--- config.mk ---
export PLATFORM = sky130hd
export DESIGN_NAME = fsab_requester
export DESIGN_NICKNAME = d
export VERILOG_FILES = /design/src/rtl/fsab_pkg.sv /design/src/rtl/fsab_rdq.sv /design/src/rtl/fsab_requester.sv
export SDC_FILE = /design/constraint.sdc
export NUM_CORES = 1
export LEC_CHECK = 0
export CAP_MARGIN = 20
export CORE_MARGIN = 1
export CORE_UTILIZATION = 40
export CTS_BUF_LIST = sky130_fd_sc_hd__clkbuf_8
export CTS_CLUSTER_DIAMETER = 200
export DETAILED_ROUTE_END_ITERATION = 6
export PLACE_DENSITY_LB_ADDON = 0.08
export SLEW_MARGIN = 30
export SYNTH_ARGS = -nofsm -noshare
export SYNTH_HDL_FRONTEND = slang
export SYNTH_SLANG_ARGS = --single-unit
--- constraint.sdc ---
create_clock -name clk -period 2.8 [get_ports clk]
set_input_delay 0.42 -clock clk [delete_from_list [all_inputs] [get_ports clk]]
set_output_delay 0.42 -clock clk [all_outputs]
set_load 0.005 [all_outputs]
--- src/rtl/fsab_pkg.sv ---
// Shared FSAB bus widths, credit constants, mode encoding and request-side types.
package fsab_pkg;

   localparam int FSAB_DID_W           = 4;
   localparam int FSAB_ADDR_W          = 31;
   localparam int FSAB_LEN_W           = 4;
   localparam int FSAB_LEN_MAX         = 8;
   localparam int FSAB_DATA_W          = 64;
   localparam int FSAB_MASK_W          = 8;
   localparam int FSAB_INITIAL_CREDITS = 4;
   localparam int FSAB_CREDITS_W       = 3;

   typedef enum logic {
      FSAB_READ  = 1'b0,
      FSAB_WRITE = 1'b1
   } fsab_mode_t;

   typedef enum logic {
      ST_IDLE,
      ST_WBURST
   } req_state_t;

   typedef struct packed {
      fsab_mode_t              mode;
      logic [FSAB_DID_W-1:0]   did;
      logic [FSAB_DID_W-1:0]   subdid;
      logic [FSAB_ADDR_W-1:0]  addr;
      logic [FSAB_LEN_W-1:0]   len;
   } fsab_hdr_t;

   typedef struct packed {
      logic [FSAB_DATA_W-1:0]  data;
      logic [FSAB_MASK_W-1:0]  mask;
   } fsab_beat_t;

   function automatic logic fsab_len_ok(input logic [FSAB_LEN_W-1:0] len);
      return (len != '0) && (len <= FSAB_LEN_W'(FSAB_LEN_MAX));
   endfunction

endpackage

--- src/rtl/fsab_rdq.sv ---
// Synchronous FIFO of outstanding read lengths; head visible combinationally, 1-cycle push latency.
// Push is dropped when full and pop when empty; storage is reset so the head never reads X.
module fsab_rdq
   import fsab_pkg::*;
#(
   parameter int WIDTH = FSAB_LEN_W,
   parameter int DEPTH = 4
) (
   input  logic             clk,
   input  logic             Nrst,
   input  logic             push,
   input  logic [WIDTH-1:0] push_data,
   input  logic             pop,
   output logic [WIDTH-1:0] head_data,
   output logic             full,
   output logic             empty
);

   localparam int AW = (DEPTH > 1) ? $clog2(DEPTH) : 1;
   localparam int CW = $clog2(DEPTH + 1);
   localparam logic [AW-1:0] PTR_LAST = AW'(DEPTH - 1);
   localparam logic [AW-1:0] PTR_ONE  = AW'(1);
   localparam logic [CW-1:0] CNT_FULL = CW'(DEPTH);
   localparam logic [CW-1:0] CNT_ONE  = CW'(1);

   logic [WIDTH-1:0] mem [DEPTH];
   logic [AW-1:0]    wr_ptr;
   logic [AW-1:0]    rd_ptr;
   logic [CW-1:0]    count;
   logic             do_push;
   logic             do_pop;

   assign full      = (count == CNT_FULL);
   assign empty     = (count == '0);
   assign do_push   = push && !full;
   assign do_pop    = pop && !empty;
   assign head_data = mem[rd_ptr];

   always_ff @(posedge clk or negedge Nrst) begin
      if (!Nrst) begin
         for (int i = 0; i < DEPTH; i++) mem[i] <= '0;
         wr_ptr <= '0;
         rd_ptr <= '0;
         count  <= '0;
      end else begin
         if (do_push) begin
            mem[wr_ptr] <= push_data;
            wr_ptr      <= (wr_ptr == PTR_LAST) ? '0 : wr_ptr + PTR_ONE;
         end
         if (do_pop) rd_ptr <= (rd_ptr == PTR_LAST) ? '0 : rd_ptr + PTR_ONE;
         case ({do_push, do_pop})
            2'b10:   count <= count + CNT_ONE;
            2'b01:   count <= count - CNT_ONE;
            default: count <= count;
         endcase
      end
   end

endmodule

--- src/rtl/fsab_requester.sv ---
// FSAB initiator: client beat accepted in N appears on fsabo in N+1; fsabi beat in N gives rd_* in N+1.
// req_ready drops in IDLE when credits are exhausted, the read queue is full (reads only) or req_len is illegal.
module fsab_requester
   import fsab_pkg::*;
#(
   parameter int DID       = 0,
   parameter int RDQ_DEPTH = 4
) (
   input  logic                    clk,
   input  logic                    Nrst,
   input  logic                    req_valid,
   output logic                    req_ready,
   input  logic                    req_write,
   input  logic [FSAB_DID_W-1:0]   req_subdid,
   input  logic [FSAB_ADDR_W-1:0]  req_addr,
   input  logic [FSAB_LEN_W-1:0]   req_len,
   input  logic [FSAB_DATA_W-1:0]  req_data,
   input  logic [FSAB_MASK_W-1:0]  req_mask,
   output logic                    fsabo_valid,
   output fsab_mode_t              fsabo_mode,
   output logic [FSAB_DID_W-1:0]   fsabo_did,
   output logic [FSAB_DID_W-1:0]   fsabo_subdid,
   output logic [FSAB_ADDR_W-1:0]  fsabo_addr,
   output logic [FSAB_LEN_W-1:0]   fsabo_len,
   output logic [FSAB_DATA_W-1:0]  fsabo_data,
   output logic [FSAB_MASK_W-1:0]  fsabo_mask,
   input  logic                    fsabo_credit,
   input  logic                    fsabi_valid,
   input  logic [FSAB_DID_W-1:0]   fsabi_did,
   input  logic [FSAB_DID_W-1:0]   fsabi_subdid,
   input  logic [FSAB_DATA_W-1:0]  fsabi_data,
   output logic                    rd_valid,
   output logic [FSAB_DATA_W-1:0]  rd_data,
   output logic [FSAB_DID_W-1:0]   rd_subdid,
   output logic                    rd_last
);

   localparam logic [FSAB_DID_W-1:0]     DID_L     = FSAB_DID_W'(DID);
   localparam logic [FSAB_LEN_W-1:0]     LEN_ONE   = FSAB_LEN_W'(1);
   localparam logic [FSAB_CREDITS_W-1:0] CRED_INIT = FSAB_CREDITS_W'(FSAB_INITIAL_CREDITS);
   localparam logic [FSAB_CREDITS_W-1:0] CRED_ONE  = FSAB_CREDITS_W'(1);

   req_state_t                state;
   req_state_t                state_nxt;
   logic [FSAB_LEN_W-1:0]     beats_rem;
   logic [FSAB_LEN_W-1:0]     beats_rem_nxt;
   logic [FSAB_CREDITS_W-1:0] credits;
   logic                      hdr_issue;
   logic                      beat_accept;
   logic                      rdq_push;
   logic                      rdq_full;
   logic                      rdq_empty;
   logic [FSAB_LEN_W-1:0]     rdq_head_len;
   logic [FSAB_LEN_W-1:0]     rbeat;
   logic                      fsabi_match;
   logic                      rd_take;
   logic                      rd_last_c;
   fsab_hdr_t                 hdr_q;
   fsab_beat_t                beat_q;

   assign fsabo_mode   = hdr_q.mode;
   assign fsabo_did    = hdr_q.did;
   assign fsabo_subdid = hdr_q.subdid;
   assign fsabo_addr   = hdr_q.addr;
   assign fsabo_len    = hdr_q.len;
   assign fsabo_data   = beat_q.data;
   assign fsabo_mask   = beat_q.mask;

   assign beat_accept  = req_valid && req_ready;

   always_comb begin
      state_nxt     = state;
      beats_rem_nxt = beats_rem;
      req_ready     = 1'b0;
      hdr_issue     = 1'b0;
      rdq_push      = 1'b0;
      case (state)
         ST_IDLE: begin
            // Ready never looks at fsabo_credit, so a returned credit is usable one cycle later
            req_ready = (credits != '0) && (req_write || !rdq_full) && fsab_len_ok(req_len);
            if (req_valid && req_ready) begin
               hdr_issue = 1'b1;
               if (!req_write) begin
                  rdq_push = 1'b1;
               end else if (req_len != LEN_ONE) begin
                  beats_rem_nxt = req_len - LEN_ONE;
                  state_nxt     = ST_WBURST;
               end
            end
         end
         ST_WBURST: begin
            req_ready = 1'b1;
            if (req_valid) begin
               beats_rem_nxt = beats_rem - LEN_ONE;
               if (beats_rem == LEN_ONE) state_nxt = ST_IDLE;
            end
         end
         default: state_nxt = ST_IDLE;
      endcase
   end

   always_ff @(posedge clk or negedge Nrst) begin
      if (!Nrst) begin
         state     <= ST_IDLE;
         beats_rem <= '0;
      end else begin
         state     <= state_nxt;
         beats_rem <= beats_rem_nxt;
      end
   end

   always_ff @(posedge clk or negedge Nrst) begin
      if (!Nrst) begin
         fsabo_valid <= 1'b0;
         hdr_q       <= '0;
         beat_q      <= '0;
      end else begin
         fsabo_valid <= beat_accept;
         if (hdr_issue) begin
            hdr_q <= '{mode:   (req_write ? FSAB_WRITE : FSAB_READ),
                       did:    DID_L,
                       subdid: req_subdid,
                       addr:   req_addr,
                       len:    req_len};
         end
         if (beat_accept) beat_q <= '{data: req_data, mask: req_mask};
      end
   end

   // Only headers spend credits; a return beyond the initial pool saturates
   always_ff @(posedge clk or negedge Nrst) begin
      if (!Nrst) begin
         credits <= CRED_INIT;
      end else begin
         case ({hdr_issue, fsabo_credit})
            2'b10:   credits <= credits - CRED_ONE;
            2'b01:   if (credits != CRED_INIT) credits <= credits + CRED_ONE;
            default: credits <= credits;
         endcase
      end
   end

   assign fsabi_match = fsabi_valid && (fsabi_did == DID_L);
   assign rd_take     = fsabi_match && !rdq_empty;
   assign rd_last_c   = rd_take && ((rbeat + LEN_ONE) == rdq_head_len);

   fsab_rdq #(
      .WIDTH (FSAB_LEN_W),
      .DEPTH (RDQ_DEPTH)
   ) u_rdq (
      .clk       (clk),
      .Nrst      (Nrst),
      .push      (rdq_push),
      .push_data (req_len),
      .pop       (rd_last_c),
      .head_data (rdq_head_len),
      .full      (rdq_full),
      .empty     (rdq_empty)
   );

   always_ff @(posedge clk or negedge Nrst) begin
      if (!Nrst) begin
         rd_valid  <= 1'b0;
         rd_last   <= 1'b0;
         rd_data   <= '0;
         rd_subdid <= '0;
         rbeat     <= '0;
      end else begin
         rd_valid <= rd_take;
         rd_last  <= rd_last_c;
         if (rd_take) begin
            rd_data   <= fsabi_data;
            rd_subdid <= fsabi_subdid;
         end
         if (rd_last_c)    rbeat <= '0;
         else if (rd_take) rbeat <= rbeat + LEN_ONE;
      end
   end

   a_credit_overflow: assert property (@(posedge clk) disable iff (!Nrst)
      !(fsabo_credit && !hdr_issue && credits == CRED_INIT));
   a_orphan_read_beat: assert property (@(posedge clk) disable iff (!Nrst)
      !(fsabi_match && rdq_empty));
   a_illegal_len: assert property (@(posedge clk) disable iff (!Nrst)
      !(state == ST_IDLE && req_valid && !fsab_len_ok(req_len)));

endmodule

==> results of run 1 <==
## worst max-delay path by stage
| stage | start | end | slack (ns) | depth (start not counted) |
|---|---|---|---|---|
| after global routing | u_rdq.rd_ptr[0] | u_rdq.count[2] | 0.02 | 10 |
| final | u_rdq.rd_ptr[0] | u_rdq.count[2] | 0.18 | 10 |
| after detailed placement | req_len[0] | credits[2] | -0.08 | 12 |
| after CTS | u_rdq.rd_ptr[0] | u_rdq.count[2] | 0.04 | 10 |
| after global placement | req_len[0] | credits[2] | -0.02 | 12 |
| after floorplan | u_rdq.rd_ptr[0] | u_rdq.count[2] | 0.16 | 11 |
## cell families (layout without fill, tap and decap cells)
group / count (synthesis) / after routing / share of synthesized area
other: 1 / 7 / 0.0004085
DFF: 218 / 218 / 0.5945
xor gates and xnor gates: 11 / 11 / 0.01295
muxes: 139 / 139 / 0.2039
buffers and inverters: 55 / 482 / 0.03231
adders and majority gates: 13 / 13 / 0.01936
AOI/OAI and AO/OA: 31 / 31 / 0.02222
and+or+nand+nor: 257 / 257 / 0.1144
## critical path: stages, from the launching register on
cell and delay (ns):
dfrtp_2 0.44, mux4_2 0.55, xor3_2 0.36, nand4_4 0.10
nor2_1 0.12, ha_1 0.17, inv_1 0.05, fa_1 0.37
xor2_1 0.15, nor2_1 0.10, xor2_1 0.15
## registers in the layout (all words and copies together) (netlist names), 2 cells and up
register      count
fsabo_subdid      4
beats_rem         4
u_rdq.wr_ptr      2
fsabo_len         4
fsabo_addr       31
u_rdq.rd_ptr      2
rd_subdid         4
rd_data          64
credits           3
fsabo_mask        8
rbeat             4
fsabo_data       64
u_rdq.count       3
u_rdq.mem        16
## cells in the final DEF, fill, tap and decap left out, drive strengths merged, types with 2 or more instances in the layout
cell type	instances
and4	2
mux2i	7
fa	2
a21oi	6
nand2	221
nor2	10
conb	4
dfrtp	217
nand4	3
buf	33
xor2	6
mux4	4
inv	31
nor3	3
nor2b	4
diode	3
ha	11
xnor2	4
o21ai	13
nand3	7
clkbuf	45
clkdlybuf4s50	371
mux2	128
## per-stage QoR
stage	total power [mW]	setup slack, ns	std cells	hold WS [ns]	TNS [ns]
final	12.28	0.1794	1443	0.4217	0
after global routing	13.06	0.02356	1443	0.4148	0
after CTS	12.46	0.03744	1440	0.3857	0
after detailed placement	9.688	-0.08216	1378	0.4412	-0.08216
after global placement	9.599	-0.02183	1378	0.4467	-0.02183
after floorplan	6.880	0.1554	728	0.1244	0
## layout make-up
type                            count  area (sq um)
Multi-Input combinational cell    455          3458
Timing Repair Buffer              405          4054
Clock buffer                       45         619.3
Antenna cell                        3         7.507
Tap cell                          285         356.6
Sequential cell                   218          5458
Fill cell                        1825          8494
Clock inverter                     16         63.81
Inverter                           16         60.06
## layer usage
layer | global-route usage | wire, microns
met1 | 0.2713 | 10570
met2 | 0.3732 | 12690
met3 | 0.05812 | 1672
met4 | 0.08190 | 720
met5 | 0 | 13
## what timing repair did
item,4_1_cts,5_1_grt
hold buffers,1,0
resized for setup,0,3
setup endpoints to repair,0,2
endpoints found under the hold margin,66,0
## power groups by stage
stage / sequential (mW) / clock [mW] / combinational (mW)
final: 4.96 / 2.68 / 4.64
after floorplan: 5.02 / 0 / 1.86
after CTS: 4.96 / 2.79 / 4.71
after detailed placement: 5.00 / 0 / 4.68
after global routing: 5.12 / 2.92 / 5.01
after global placement: 4.98 / 0 / 4.62
==> metrics.yaml, run 1 <==
synthFlopType: "dfrtp_1"
synth_top_cell_area_share: 0.5916
p_seq_frac: 0.404
clk_pin_slew_ns: 0.06
startpoint_type: "flop"
drive_above_1_share: 0.1913
wl_per_cell_microns: 17.79
internal_power_mw: 8.795
synth.area.top_cells: "dfrtp_1 59%, mux2_4 12%, nand2_1 9.0%, mux2_2 7.0%, ha_1 1.5%"
cts_max_level: 2
switchingPower_mw: 3.482
fp.dieW_microns: 153.5
async_reset_ff_frac: 1.000
via_count: 6755
pin_count: 377
hold_viol_final: 0
holdPathEnd: "rd_data[40]"
peakVddDrop_v: 0.0004966
ys_seq_area_frac: 0.5945
drt_iter0_drc: 327
grt_pass1_vias: 6827
core_area_sq_mm: 0.02257
cp.required_ns: 3.24
setup_violations: 0
worstPathArrival_ns: 3.06
post-cts-setup-buffers: 0
postRouteAntennaNets: 0
vias_per_cell: 4.681
cts_buffers: 39
syn_inst: 725
grt_usage: 0.2210
synth.cell_area_sq_mm: 0.009179
synth_edf_count: 0
min_period_ns: 2.621
synth_top_area_cell: "dfrtp_1"
design_area_sq_mm: 0.01408
rr_worst_depth: 10
drtPass1Iterations: 4
area_growth_syn_to_layout_pct: 53.37
min_path_type: "input pin to flop"
synth_most_common_cell: "nand2_1"
drt-total-wl_microns: 25670
rr_startpoint: "u_rdq.rd_ptr[0]"
gr-total-overflow: 0
critPathMaxFanout: 5
root_buffer: "clkbuf_8"
ys_types: 51
grt_antenna_before_repair: 4
grt_pass1_wl_microns: 40000
whs_path_depth: 3
gp_congestion: 0.8241
dpl.hpwl_microns: 18650
finalNetCount: 1337
comb_power_share: 0.378
outcome: "finished clean"
synth_commonest_cells: "221 x nand2_1, 217 x dfrtp_1, 71 x mux2_4"
ys_warn_count: 0
clkPwrFrac: 0.218
maxCapViolCount: 0
fin_skew_ns: 0.01718
worstReg2RegEnd: "u_rdq.count[2]"
maxSlewViolCount: 0
synth.avg_cell_area_sq_um: 12.66
postPlaceCellArea_sq_mm: 0.01337
grt_max_degree: 78
netSwitchingFraction: 0.2836
max_slew_margin: 0.4323
powerDensity_mw_per_mm2: 872.1
fmax_mhz: 381.6
clockBufferDepth: 3
cts_tree: "built"
synth-seq-cells: 218
cts_sinks: 218
die_h_microns: 153.5
crit_path_end_kind: "flop"
post-route-period-util: 0.9359
start_util: 0.4067
leakagePower_nw: 6.561
drcViolationCount: 0
regToRegSetupSlack_ns: 0.18
rows: 55
clk-insertion-delay-late_ns: 0.53
crit_type: "flop to flop"
fp.dieArea_sq_mm: 0.02356
final_util: 0.6237
portBuffers: 372
worst_slew_pin_slew_ns: 0.8515
rsz0062_at_grt: "false"
worstHoldStart: "fsabi_data[40]"
(Power assumes the default switching activity.)
==> run 2: changes to the inputs <==
- SKIP_LAST_GASP: default -> 1
- TNS_END_PERCENT: default -> 100
==> metrics.yaml, run 2 (synthesized netlist as in run 1, its figures left out) <==
outcome: "finished clean"
ff_latch_area_sq_mm: 0.005458
tns_ns: 0
cts_sinks: 218
postPlaceCellArea_sq_mm: 0.01337
peakVddDrop_v: 0.0004966
multiInputGateArea_sq_mm: 0.003457
die_h_microns: 153.5
min_period_ns: 2.645
cts_buffers: 39
finalNetCount: 1337
fp.dieW_microns: 153.5
root_buffer: "clkbuf_8"
gp_congestion: 0.8241
dp.cells: 1378
fillers: 1825
vias_per_cell: 4.681
via_count: 6755
internal_power_mw: 8.794
cp.required_ns: 3.24
dpl.hpwl_microns: 18650
fin_skew_ns: 0.01717
place_ws_ns: -0.08216
rows: 55
pin_count: 377
finalPower_mw: 12.28
gr-total-overflow: 0
fp.dieArea_sq_mm: 0.02356
post-route-period-util: 0.9445
crit_path_end_kind: "flop"
core_area_sq_mm: 0.02257
grt_max_degree: 78
powerDensity_mw_per_mm2: 872.1
grt_usage: 0.2210
clkPwrFrac: 0.218
worst_slew_pin_slew_ns: 0.8515
hold_viol_final: 0
layout_common_cells: "371 x clkdlybuf4s50_1, 221 x nand2_1, 216 x dfrtp_1"
drcViolationCount: 0
grt_pass1_wl_microns: 40000
critPathMaxFanout: 5
cts_tree: "built"
clk_pin_slew_ns: 0.06
cts_max_level: 2
start_util: 0.4067
clk-insertion-delay-late_ns: 0.53
rsz0062_at_grt: "true"
worstPathArrival_ns: 3.09
grt_antenna_before_repair: 4
drt_iter0_drc: 327
fmax_mhz: 378.1
grt_pass1_vias: 6827
crit_type: "flop to flop"
layout_commonest_cell: "clkdlybuf4s50_1"
portBuffers: 372
switchingPower_mw: 3.482
post-cts-setup-buffers: 0
min_path_type: "input pin to flop"
netSwitchingFraction: 0.2836
wl_per_cell_microns: 17.79
drtPass1Iterations: 4
startpoint_type: "flop"
timing.hold.ws_ns: 0.4217
fin_cells: 1443
maxCapViolCount: 0
max_slew_margin: 0.4323
final_util: 0.6236
p_seq_frac: 0.404
design_area_sq_mm: 0.01408
setup_ws_ns: 0.1555
clockBufferDepth: 3
postRouteAntennaNets: 0
drt-total-wl_microns: 25670
area_growth_syn_to_layout_pct: 53.35
drive_above_1_share: 0.1905
setup_violations: 0
comb_power_share: 0.378
maxSlewViolCount: 0
leakagePower_nw: 6.561
run 2: critical path, stage by stage, from the launching register on:
cell and delay (ns):
dfrtp_2 0.44, mux4_2 0.55, xor3_1 0.38, nand4_4 0.11, nor2_1 0.12, ha_1 0.17
inv_1 0.05, fa_1 0.37, xor2_1 0.15, nor2_1 0.10, xor2_1 0.15
run 2: path summary, 6_finish.rpt:
check | from | endpoint | slack [ns] | cells after the start
worst max-delay path | u_rdq.rd_ptr[0] | u_rdq.count[2] | 0.16 | 10
worst min-delay path | fsabi_data[40] | rd_data[40] | 0.42 | 3
worst max register to register | u_rdq.rd_ptr[0] | u_rdq.count[2] | 0.16 | 10
worst min register to register | rd_data[43] | rd_data[43] | 0.47 | 2
max in group asynchronous | Nrst | rd_data[20] | 1.55 | 3
min in group asynchronous | Nrst | fsabo_data[52] | 0.49 | 2
run 2: final cells by class:
cell class	count	share of cell area
multi-input cells	455	0.2456
repair buffers	405	0.2880
well taps	285	0.02533
flip-flops and latches	218	0.3877
diodes	3	0.0005333
clock inverters	16	0.004533
inverters	16	0.004267
clock buffers	45	0.04400
run 2: power groups by stage:
stage | clock, mW | sequential [mW] | combinational [mW]
after floorplan | 0 | 5.02 | 1.86
after global placement | 0 | 4.98 | 4.62
after detailed placement | 0 | 5.00 | 4.68
after CTS | 2.79 | 4.96 | 4.71
after global routing | 2.92 | 5.12 | 5.01
final | 2.68 | 4.96 | 4.64
run 2: layer usage:
metal	GRT usage	vias to the layer above	wire [microns]
li1	-	3216	-
met1	0.2713	3267	10570
met2	0.3732	217	12690
met3	0.05812	53	1672
met4	0.08190	2	720
met5	0	-	13
run 2: repair_timing:
| action | in CTS | in global routing |
|---|---|---|
| gates resized for setup | 0 | 2 |
| endpoints found under the setup margin | 0 | 2 |
| hold buffers | 1 | 0 |
| endpoints found under the hold margin | 66 | 0 |
==> run 3: changes to the inputs <==
- CORE_UTILIZATION: 40 -> 39
- CTS_BUF_LIST: sky130_fd_sc_hd__clkbuf_8 -> default
- SKIP_LAST_GASP: 1 -> default
==> metrics.yaml, run 3 (synthesized netlist as in run 1, its figures left out) <==
regToRegSetupSlack_ns: 0.15
drcViolationCount: 0
area_growth_syn_to_layout_pct: 55.08
maxSlewViolCount: 0
setup_ws_ns: 0.1453
die_h_microns: 155.4
start_util: 0.4018
drt-total-wl_microns: 26060
dp.cells: 1408
gr-total-overflow: 0
crit_path_end_kind: "flop"
cp.required_ns: 3.24
drtPass1Iterations: 4
root_buffer: "clkbuf_16"
rsz0062_at_grt: "false"
wl_per_cell_microns: 17.97
fin_cells: 1450
cts_sinks: 218
layout_common_cells: "370 x clkdlybuf4s50_1, 221 x nand2_1, 216 x dfrtp_1"
leakagePower_nw: 6.550
crit_path_cell_trace: "mux4_2 > xor3_1 > nand4_4 > nor2_1 > ha_1 > inv_1 > fa_1 > xor2_1 > nor2_1 > xor2_1"
startpoint: "u_rdq.rd_ptr[0]"
post-route-period-util: 0.9481
crit_type: "flop to flop"
peakVddDrop_v: 0.0006939
grt_usage: 0.2129
portBuffers: 372
fp.dieW_microns: 155.4
grt_antenna_before_repair: 1
cts_buffers: 25
drive_above_1_share: 0.1831
clockBufferDepth: 3
hold_viol_final: 0
cts_max_level: 1
postRouteAntennaNets: 0
rr_worst_depth: 10
cts_tree: "built"
worstPathArrival_ns: 3.09
cp_slowest_cell: "mux4_2"
min_path_type: "input pin to flop"
maxCapViolCount: 0
place_ws_ns: -0.05255
worst_slew_pin_slew_ns: 0.8548
finalNetCount: 1325
endpoint: "u_rdq.count[2]"
setup_violations: 0
outcome: "finished clean"
worstReg2RegEnd: "u_rdq.count[2]"
fp.dieArea_sq_mm: 0.02415
pin_count: 377
layout_commonest_cell: "clkdlybuf4s50_1"
min_period_ns: 2.655
grt_pass1_vias: 6727
clk_pin_slew_ns: 0.06
clk-insertion-delay-late_ns: 0.51
fmax_mhz: 376.7
timing.hold.ws_ns: 0.4372
gp_congestion: 0.8079
core_area_sq_mm: 0.02285
rows: 55
grt_max_degree: 78
dpl.hpwl_microns: 19410
critPathMaxFanout: 5
startpoint_type: "flop"
powerDensity_mw_per_mm2: 893.7
grt_pass1_wl_microns: 39720
vias_per_cell: 4.650
slowest_delay_ns: 0.54
via_count: 6742
drt_iter0_drc: 365
fin_skew_ns: 0.006439
max_slew_margin: 0.4301
rr_startpoint: "u_rdq.rd_ptr[0]"
## run 3: cell count changes in the layout (fill, tap and decap cells not counted), moves of 2 or more
cell / change
clkbuf_8: -39
clkbuf_16: +25
diode_2: -2
clkbuf_1: +8
inv_1: -15
buf_12: +2
## run 3: where the power goes
| part | switching [mW] | internal [mW] | leakage [nW] |
|---|---|---|---|
| Combinational | 1.58 | 3.06 | 3.52 |
| Sequential | 0.688 | 4.30 | 2.65 |
| Clock | 1.22 | 1.87 | 0.375 |
| Total | 3.49 | 9.23 | 6.55 |
## run 3: final cells by class
class                      instances  area, sq um
antenna                            1        2.502
clock buffer                      39        738.2
clock inverter                     1        30.03
fill                            1860         8612
inverter                          16        60.06
multi-input combinational        455         3458
sequential                       218         5458
tap                              313        391.6
timing repair buffer             407         4096
## run 3: how the worst min path moves through the flow
stage	start	depth (start not counted)	end
3_3_place_gp	Nrst	1	fsabo_mask[4]
6_report	fsabi_data[3]	3	rd_data[3]
3_5_place_dp	Nrst	1	fsabo_mask[4]
4_1_cts	fsabi_data[41]	3	rd_data[41]
5_1_grt	fsabi_data[53]	3	rd_data[53]
2_1_floorplan	Nrst	0	beats_rem[0]
## run 3: worst max-delay path: cells and delay by family (launching register included)
kind,cells,cell delay [ns]
flip-flops,1,0.44
AND/OR/NAND/NOR,3,0.34
buffers and inverters,1,0.06
adder cells (fa/ha/maj),2,0.54
multiplexers,1,0.54
XOR/XNOR,3,0.66
## run 3: metal layers
layer / global-route usage / up-vias / part of all wire
li1: - / 3192 / -
met4: 0.06956 / 0 / 0.030
met3: 0.05404 / 50 / 0.066
met1: 0.2596 / 3287 / 0.40
met2: 0.3675 / 213 / 0.51
met5: 0 / - / 0
## run 3: timing repair
action                     4_1_cts  5_1_grt
buffers inserted                 0        0
hold buffers                     1        0
hold endpoints to repair        71        0
setup endpoints to repair        0        2
gates resized for setup          0        3
## run 3: through the flow
| stage | setup TNS, ns | instance area, sq um | power (mW) | utilization |
|---|---|---|---|---|
| detailed placement | -0.1974 | 13440 | 9.720 | 0.5883 |
| global route | 0 | 14230 | 13.46 | 0.6231 |
| floorplan | 0 | 9190 | 6.880 | - |
| global placement | -0.03045 | 13440 | 9.621 | 0.5883 |
| CTS | 0 | 14220 | 12.89 | 0.6224 |
| finish | 0 | 14230 | 12.72 | 0.6231 |
